===== src/rtl/period_meter.sv =====
// period_meter: measures period and high time of a slow square wave in clk cycles.
// Results leave through a valid/ready port; timeout and overrun are sticky flags.
// Optional min/max period tracking is enabled with `define PERIOD_METER_MINMAX_EN.
module period_meter #(
    parameter int CNT_W   = 32,
    parameter int TIMEOUT = 100_000_000
) (
    input  logic             clk,
    input  logic             rst,
    input  logic             sig_in,
    input  logic             meas_ready,
`ifdef PERIOD_METER_MINMAX_EN
    input  logic             stats_clr,
    output logic [CNT_W-1:0] min_period,
    output logic [CNT_W-1:0] max_period,
`endif
    output logic             meas_valid,
    output logic [CNT_W-1:0] period,
    output logic [CNT_W-1:0] high_time,
    output logic             timeout,
    output logic             overrun
);

    localparam logic [CNT_W-1:0] TO_CNT = CNT_W'(TIMEOUT);
    localparam logic [CNT_W-1:0] ONE    = CNT_W'(1);

    typedef enum logic {WAIT_EDGE, MEASURE} state_t;

    state_t           state, state_nxt;
    logic             s1, s2, s3;
    logic             rise, fall;
    logic [CNT_W-1:0] counter, high_cnt;
    logic             result, tmo_hit, accept, load, drop;

    // two-flop synchronizer plus one delay flop for edge detection
    always_ff @(posedge clk) begin
        if (rst) begin
            s1 <= 1'b0;
            s2 <= 1'b0;
            s3 <= 1'b0;
        end else begin
            s1 <= sig_in;
            s2 <= s1;
            s3 <= s2;
        end
    end

    assign rise = s2 & ~s3;
    assign fall = ~s2 & s3;

    // state register
    always_ff @(posedge clk) begin
        if (rst) state <= WAIT_EDGE;
        else     state <= state_nxt;
    end

    // next-state: first rise arms, timeout disarms
    always_comb begin
        state_nxt = state;
        case (state)
            WAIT_EDGE: if (rise)    state_nxt = MEASURE;
            MEASURE:   if (tmo_hit) state_nxt = WAIT_EDGE;
            default:                state_nxt = WAIT_EDGE;
        endcase
    end

    // per-edge strobes: a rise while measuring closes a period; a rise beats a timeout
    always_comb begin
        result  = 1'b0;
        tmo_hit = 1'b0;
        if (state == MEASURE) begin
            result  = rise;
            tmo_hit = !rise && (counter == TO_CNT);
        end
        accept = meas_valid && meas_ready;
        load   = result && (!meas_valid || meas_ready);
        drop   = result && meas_valid && !meas_ready;
    end

    // cycle counter and high-time capture; counter stops at TIMEOUT so it never wraps
    always_ff @(posedge clk) begin
        if (rst) begin
            counter  <= '0;
            high_cnt <= '0;
        end else if (state == WAIT_EDGE) begin
            counter  <= rise ? ONE : '0;
            high_cnt <= '0;
        end else if (rise) begin
            counter  <= ONE;
            high_cnt <= '0;
        end else if (tmo_hit) begin
            counter  <= '0;
        end else begin
            counter  <= counter + ONE;
            if (fall) high_cnt <= counter;
        end
    end

    // result port: hold under backpressure, reload back-to-back on accept
    always_ff @(posedge clk) begin
        if (rst) begin
            meas_valid <= 1'b0;
            period     <= '0;
            high_time  <= '0;
            overrun    <= 1'b0;
            timeout    <= 1'b0;
        end else begin
            if (load) begin
                meas_valid <= 1'b1;
                period     <= counter;
                high_time  <= high_cnt;
            end else if (accept) begin
                meas_valid <= 1'b0;
            end
            if (drop)        overrun <= 1'b1;
            else if (accept) overrun <= 1'b0;
            if (rise)         timeout <= 1'b0;
            else if (tmo_hit) timeout <= 1'b1;
        end
    end

`ifdef PERIOD_METER_MINMAX_EN
    // min/max over every produced result, dropped ones included; clear then apply
    always_ff @(posedge clk) begin
        if (rst) begin
            min_period <= '1;
            max_period <= '0;
        end else if (stats_clr) begin
            min_period <= result ? counter : '1;
            max_period <= result ? counter : '0;
        end else if (result) begin
            if (counter < min_period) min_period <= counter;
            if (counter > max_period) max_period <= counter;
        end
    end
`endif

endmodule


===== config.mk =====
export PLATFORM = sky130hd
export DESIGN_NAME = period_meter
export DESIGN_NICKNAME = d
export VERILOG_FILES = /design/src/rtl/period_meter.sv
export SDC_FILE = /design/constraint.sdc
export NUM_CORES = 1
export LEC_CHECK = 0
export BUFFER_PORTS_ARGS = -buffer_cell sky130_fd_sc_hd__buf_2
export CAP_MARGIN = 10
export CORE_ASPECT_RATIO = 2
export CORE_MARGIN = 5
export CORE_UTILIZATION = 30
export DETAILED_ROUTE_END_ITERATION = 8
export SETUP_SLACK_MARGIN = 0.05
export SKIP_LAST_GASP = 1
export SYNTH_ARGS = -nofsm -noshare
export SYNTH_HDL_FRONTEND = slang
export SYNTH_SLANG_ARGS = --single-unit

===== constraint.sdc =====
create_clock -name clk -period 2.9 [get_ports clk]
set_input_delay 0.435 -clock clk [delete_from_list [all_inputs] [get_ports clk]]
set_output_delay 0.435 -clock clk [all_outputs]
set_load 0.01 [all_outputs]

Word level (Yosys, flattened, before mapping) --
Cells that the tools add are included.
Word-level totals: register bits 135
Cells by class: multiplexer cells 12, reductions and logical operators 14, eq/ne operators 1, add/sub/neg operators 1, bitwise operators 6
Operators by type and width (number):
- 2-to-1 mux 32 bit | 3
- adder 32 x 1 -> 32 bit, second input constant | 1
- equality test 32 x 27 -> 1 bit, second input constant | 1
- 2-to-1 mux 1 bit | 8
- logical AND 1 bit | 5
- NOT 1 bit | 4
- nonzero test 2 bit | 2
- logical NOT 1 bit | 3
- OR reduction 3 bit | 1
- bitwise AND 1 bit | 2
- one-hot mux 1 bit (2 select lines) | 1
- AND reduction 2 bit | 1
- OR reduction 2 bit | 1
- logical OR 1 bit | 1

Longest topological paths before layout --
depth after elaboration 8, mapped depth 9

Worst setup path after synthesis --
OpenSTA, ideal clock, no wires.
path type reg2reg, start point register counter[6], end point register high_cnt[25], data arrival time 1.938 ns, cell stages (with the launch flop) 9, slack 0.905 ns, data required time 2.843 ns, setup time 0.057 ns, cells stage by stage dfxtp_1 clkbuf_2 nor4b_1 nand4_1 or4_1 buf_2 a21oi_4 buf_6 a22o_2
Between the ends: longest elaborated chain between the ends 5
RTL lines:
- from (decl) | line 32 | logic [CNT_W-1:0] counter, high_cnt;
- from (signal assigned) | line 86 | counter <= rise ? ONE : '0;
- from (signal assigned) | line 94 | counter <= counter + ONE;
- equality test 32 x 27 -> 1 bit | line 73 | tmo_hit = !rise && (counter == TO_CNT);
- logical AND 1 bit | line 73
- 2-to-1 mux 1 bit | line 71 | if (state == MEASURE) begin
- NOT 1 bit (no source line)
- AND reduction 2 bit (no source line)
- to (signal assigned) | line 95 | if (fall) high_cnt <= counter;
- to (decl) | line 32
Every way passes these cells. A chain may end at the register's enable or synchronous reset.

Worst setup path after layout --
start point register counter[8], end point register high_cnt[4]
Same word-level chain as after synthesis.

==> flow_summary_export.csv <==
group,metric,value,unit
outcome,status,"finished, final reports clean",
power,combPwrFrac,1.1,%
yosys,synth_top_area_cell,"dfxtp_1",
timing,maxSlewViolCount,0,
yosys,synth.net_count,563,
global_route,antenna_found_initial,0,
clocking,cts_resized,0,
routing,antenna_left,0,
worst_setup_path,crit_slowest_cell,"or4_1",
placed_design,numPortBuffers,70,
global_route,grt_overflow,0,
floorplanning,core,16600,um^2
clocking,cts_max_level,4,
power,power.leakage,2.311,nW
global_route,grt_pass1_vias,3850,
worst_setup_path,crit_chain,"nor4b_1 > nand4_1 > or4_1 > a21oi_4 > buf_4 > a22o_2",
floorplanning,io_pins,71,
worst_setup_path,ff2ff_path_depth,6,
global_route,track_usage,12.94,%
routing,num_vias,3988,
floorplanning,die_w,101.5,um
clocking,post_cts_buffers,0,
clocking,cts_hold_buf,0,
yosys,synth-edff-count,0,
worst_setup_path,crit_end,"high_cnt[4]$_SDFFE_PP0P_",
worst_setup_path,worst-path-buf-inv,1,
clocking,path_clk_slew,0.06,ns
worst_setup_path,startpoint,"counter[8]$_SDFF_PP0_",
power,p_clk_share,53.3,%
final_layout,diodes,0,
power,power_switching,0.0008311,W
timing,worstMarginPinSlew,0.7228,ns
routing,wl,12.19,mm
worst_setup_path,ff2ff_setup_slack,0.42,ns
worst_setup_path,cp_num_cells,6,
power,pwr-share-seq,45.5,%
worst_setup_path,crit_type,"flop to flop",
yosys,synth_top_area_share,53.77,%
worst_setup_path,reg2reg_to,"high_cnt[4]$_SDFFE_PP0P_",
final_layout,layout-drive-gt1-share,23.92,%
global_route,grt_pass1_wl,20.12,mm
timing,maxClockFrequency,403.9,MHz
worst_setup_path,cp.required,3.25,ns
power,p_int,0.003261,W
power,power.density,672.6,nW/um^2
clocking,clk_path_buf_depth,2,
floorplanning,die_area,19600,um^2
clocking,tritoncts,"built",
clocking,root_buffer,"clkbuf_16",
worst_setup_path,critical-path-top-delay-family,"simple AND/OR/NAND/NOR gates",
timing,relSlewSlack,51.81,%
min_path,hold_path_class,"primary input to flop",
placed_design,gp_congestion,0.8470,
worst_setup_path,endpoint_kind,"flop",
floorplanning,die_h,193.1,um
yosys,ys_ff_latch,135,
yosys,synth_cells,557,
yosys,yosysWarnings,0,
timing,fin_tns_setup,0,ns
yosys,synth_cell_type_count,39,
clocking,clock-sinks,135,
placed_design,hpwl,8.264,mm
yosys,avgSynthCellArea,9.023,um^2
clocking,cts_buffers,17,
placed_design,place_ws,0.4710,ns
yosys,ys_seq_area_share,53.77,%
worst_setup_path,cp_max_fo,12,
timing,post-route-min-period,2.476,ns
global_route,grt_max_degree,72,
run,maxCapViolCount,0,
routing,wl_per_cell,14.69,um
timing,finalSetupViolCount,0,
routing,route.detailed.drc,0,
worst_setup_path,crit_arrival,2.83,ns
routing,via_per_inst,4.805,
worst_setup_path,critPathLaunchType,"flop",
yosys,netlist_area,5026,um^2
timing,min_period_over_period,85.38,%
timing,timing.final.ws_setup,0.4239,ns
worst_setup_path,r2r_start,"counter[8]$_SDFF_PP0_",
power,swShare,20.31,%
timing,rsz0062_at_grt,"false",
final_layout,area_growth,21.06,%
yosys,ys_async_sr_fraction,0,%
clocking,clkLatencyLatePin,0.41,ns
yosys,ys.flop_type,"dfxtp_1",
worst_setup_path,cp_slowest_stage_delay,0.69,ns
floorplanning,row_count,67,
routing,drtIter0Drc,191,
floorplanning,initial_utilization,30.28,%
routing,first_pass_iters,5,
timing,skew,0.008005,ns
power,max-vdd-ir-drop,353.2,uV
timing,hold_viol,0,
yosys,synth_top_cells_by_area,"dfxtp_1 54%, nand2_1 10%, a21oi_1 6.6%, a22o_2 6.4%, xor2_1 3.8%",
final_layout,nets,617,
-- cell type report --
class | count | area, um^2
tap | 207 | 259.0
inverter | 3 | 11.26
clock inverter | 11 | 150.1
clock buffer | 20 | 456.7
timing repair buffer | 78 | 422.9
sequential | 135 | 2703
multi-input combinational | 376 | 2082
fill | 1743 | 10510
-- cells by family after synthesis --
| family | count (synthesis) | share of synthesized area [%] |
|---|---|---|
| simple gates | 239 | 21.43 |
| fa+ha+maj | 2 | 0.4978 |
| buf+inv | 46 | 5.028 |
| compound gates | 106 | 14.19 |
| xor+xnor | 28 | 4.879 |
| mux | 1 | 0.1992 |
| flops | 135 | 53.77 |
-- stage by stage --
stage          hold WS (ns)  power [W]  instance area (um^2)  util [%]  instances
2_1_floorplan        0.4138   0.001941                  5026         -        557
5_1_grt              0.2110   0.004232                  6085     36.66        830
4_1_cts              0.2044   0.004134                  6085     36.66        830
6_report             0.2176   0.004092                  6085     36.66        830
3_3_place_gp         0.4399   0.001951                  5478     33.00        799
3_5_place_dp         0.4212   0.001951                  5478     33.00        799
-- per-layer routing --
layer  global-route usage, %  wire length, um
met1                   16.62             5561
met2                   20.74             5945
met3                   3.493              555
met4                   4.659              131
met5                       0                0
-- flip-flops by register name, summed over array words and instances, names as in the netlist, 32 cells and up --
name and count:
counter 32, high_time 32, period 32, high_cnt 32
-- synthesized netlist by cell type (2+ instances only) --
cell type    n
and3_2       3
clkbuf_2     4
clkbuf_1    23
nand3_1     21
a31oi_1      2
ha_1         2
nor3_1       3
nor2_1      33
o21ai_0      2
buf_4        3
and4_1       5
nor4_1       3
nand4_1     11
xor2_1      22
a22o_2      32
buf_1        3
xnor2_1      6
and2_1       3
nor4b_1      3
buf_6        6
dfxtp_1    135
buf_2        3
inv_1        3
nand2_1    135
and3_1       9
a21oi_1     66
nor2b_1      4
-- power groups by stage --
stage	Combinational [W]	Clock [W]	Sequential [W]
finish	0.0000467	0.00218	0.00186
detailed placement	0.0000474	0	0.00190
global placement	0.0000476	0	0.00190
CTS	0.0000474	0.00222	0.00186
floorplan	0.0000399	0	0.00190
global route	0.0000525	0.00232	0.00186
-- worst min-delay path by stage --
| stage | from | to | slack (ns) | cells after the start |
|---|---|---|---|---|
| after floorplan | s1$_SDFF_PP0_ | s2$_SDFF_PP0_ | 0.41 | 1 |
| after global placement | period[31]$_SDFFE_PP0P_ | period[31]$_SDFFE_PP0P_ | 0.44 | 2 |
| after detailed placement | s1$_SDFF_PP0_ | s2$_SDFF_PP0_ | 0.42 | 1 |
| after CTS | meas_ready | overrun$_SDFFE_PP0P_ | 0.20 | 2 |
| after global routing | meas_ready | overrun$_SDFFE_PP0P_ | 0.21 | 2 |
| final | meas_ready | overrun$_SDFFE_PP0P_ | 0.22 | 2 |
-- cells in the final DEF (no fill, tap or decap), types with 2 or more instances in the layout --
master / n
ha_1: 2
and3_2: 4
bufinv_16: 3
dfxtp_1: 135
clkinv_4: 2
nor4_1: 3
o21ai_0: 2
buf_2: 70
nand4_1: 11
nor2b_1: 4
nand2_1: 135
a21oi_1: 66
xnor2_1: 6
a22o_2: 32
and3_1: 8
clkbuf_8: 2
and2_1: 3
nor3_1: 3
nor2_1: 33
buf_4: 7
a31oi_1: 2
inv_1: 3
nand3_1: 20
xor2_1: 22
clkinvlp_4: 5
clkbuf_16: 17
nor4b_1: 3
and4_1: 5
(Power assumes the default switching activity.)
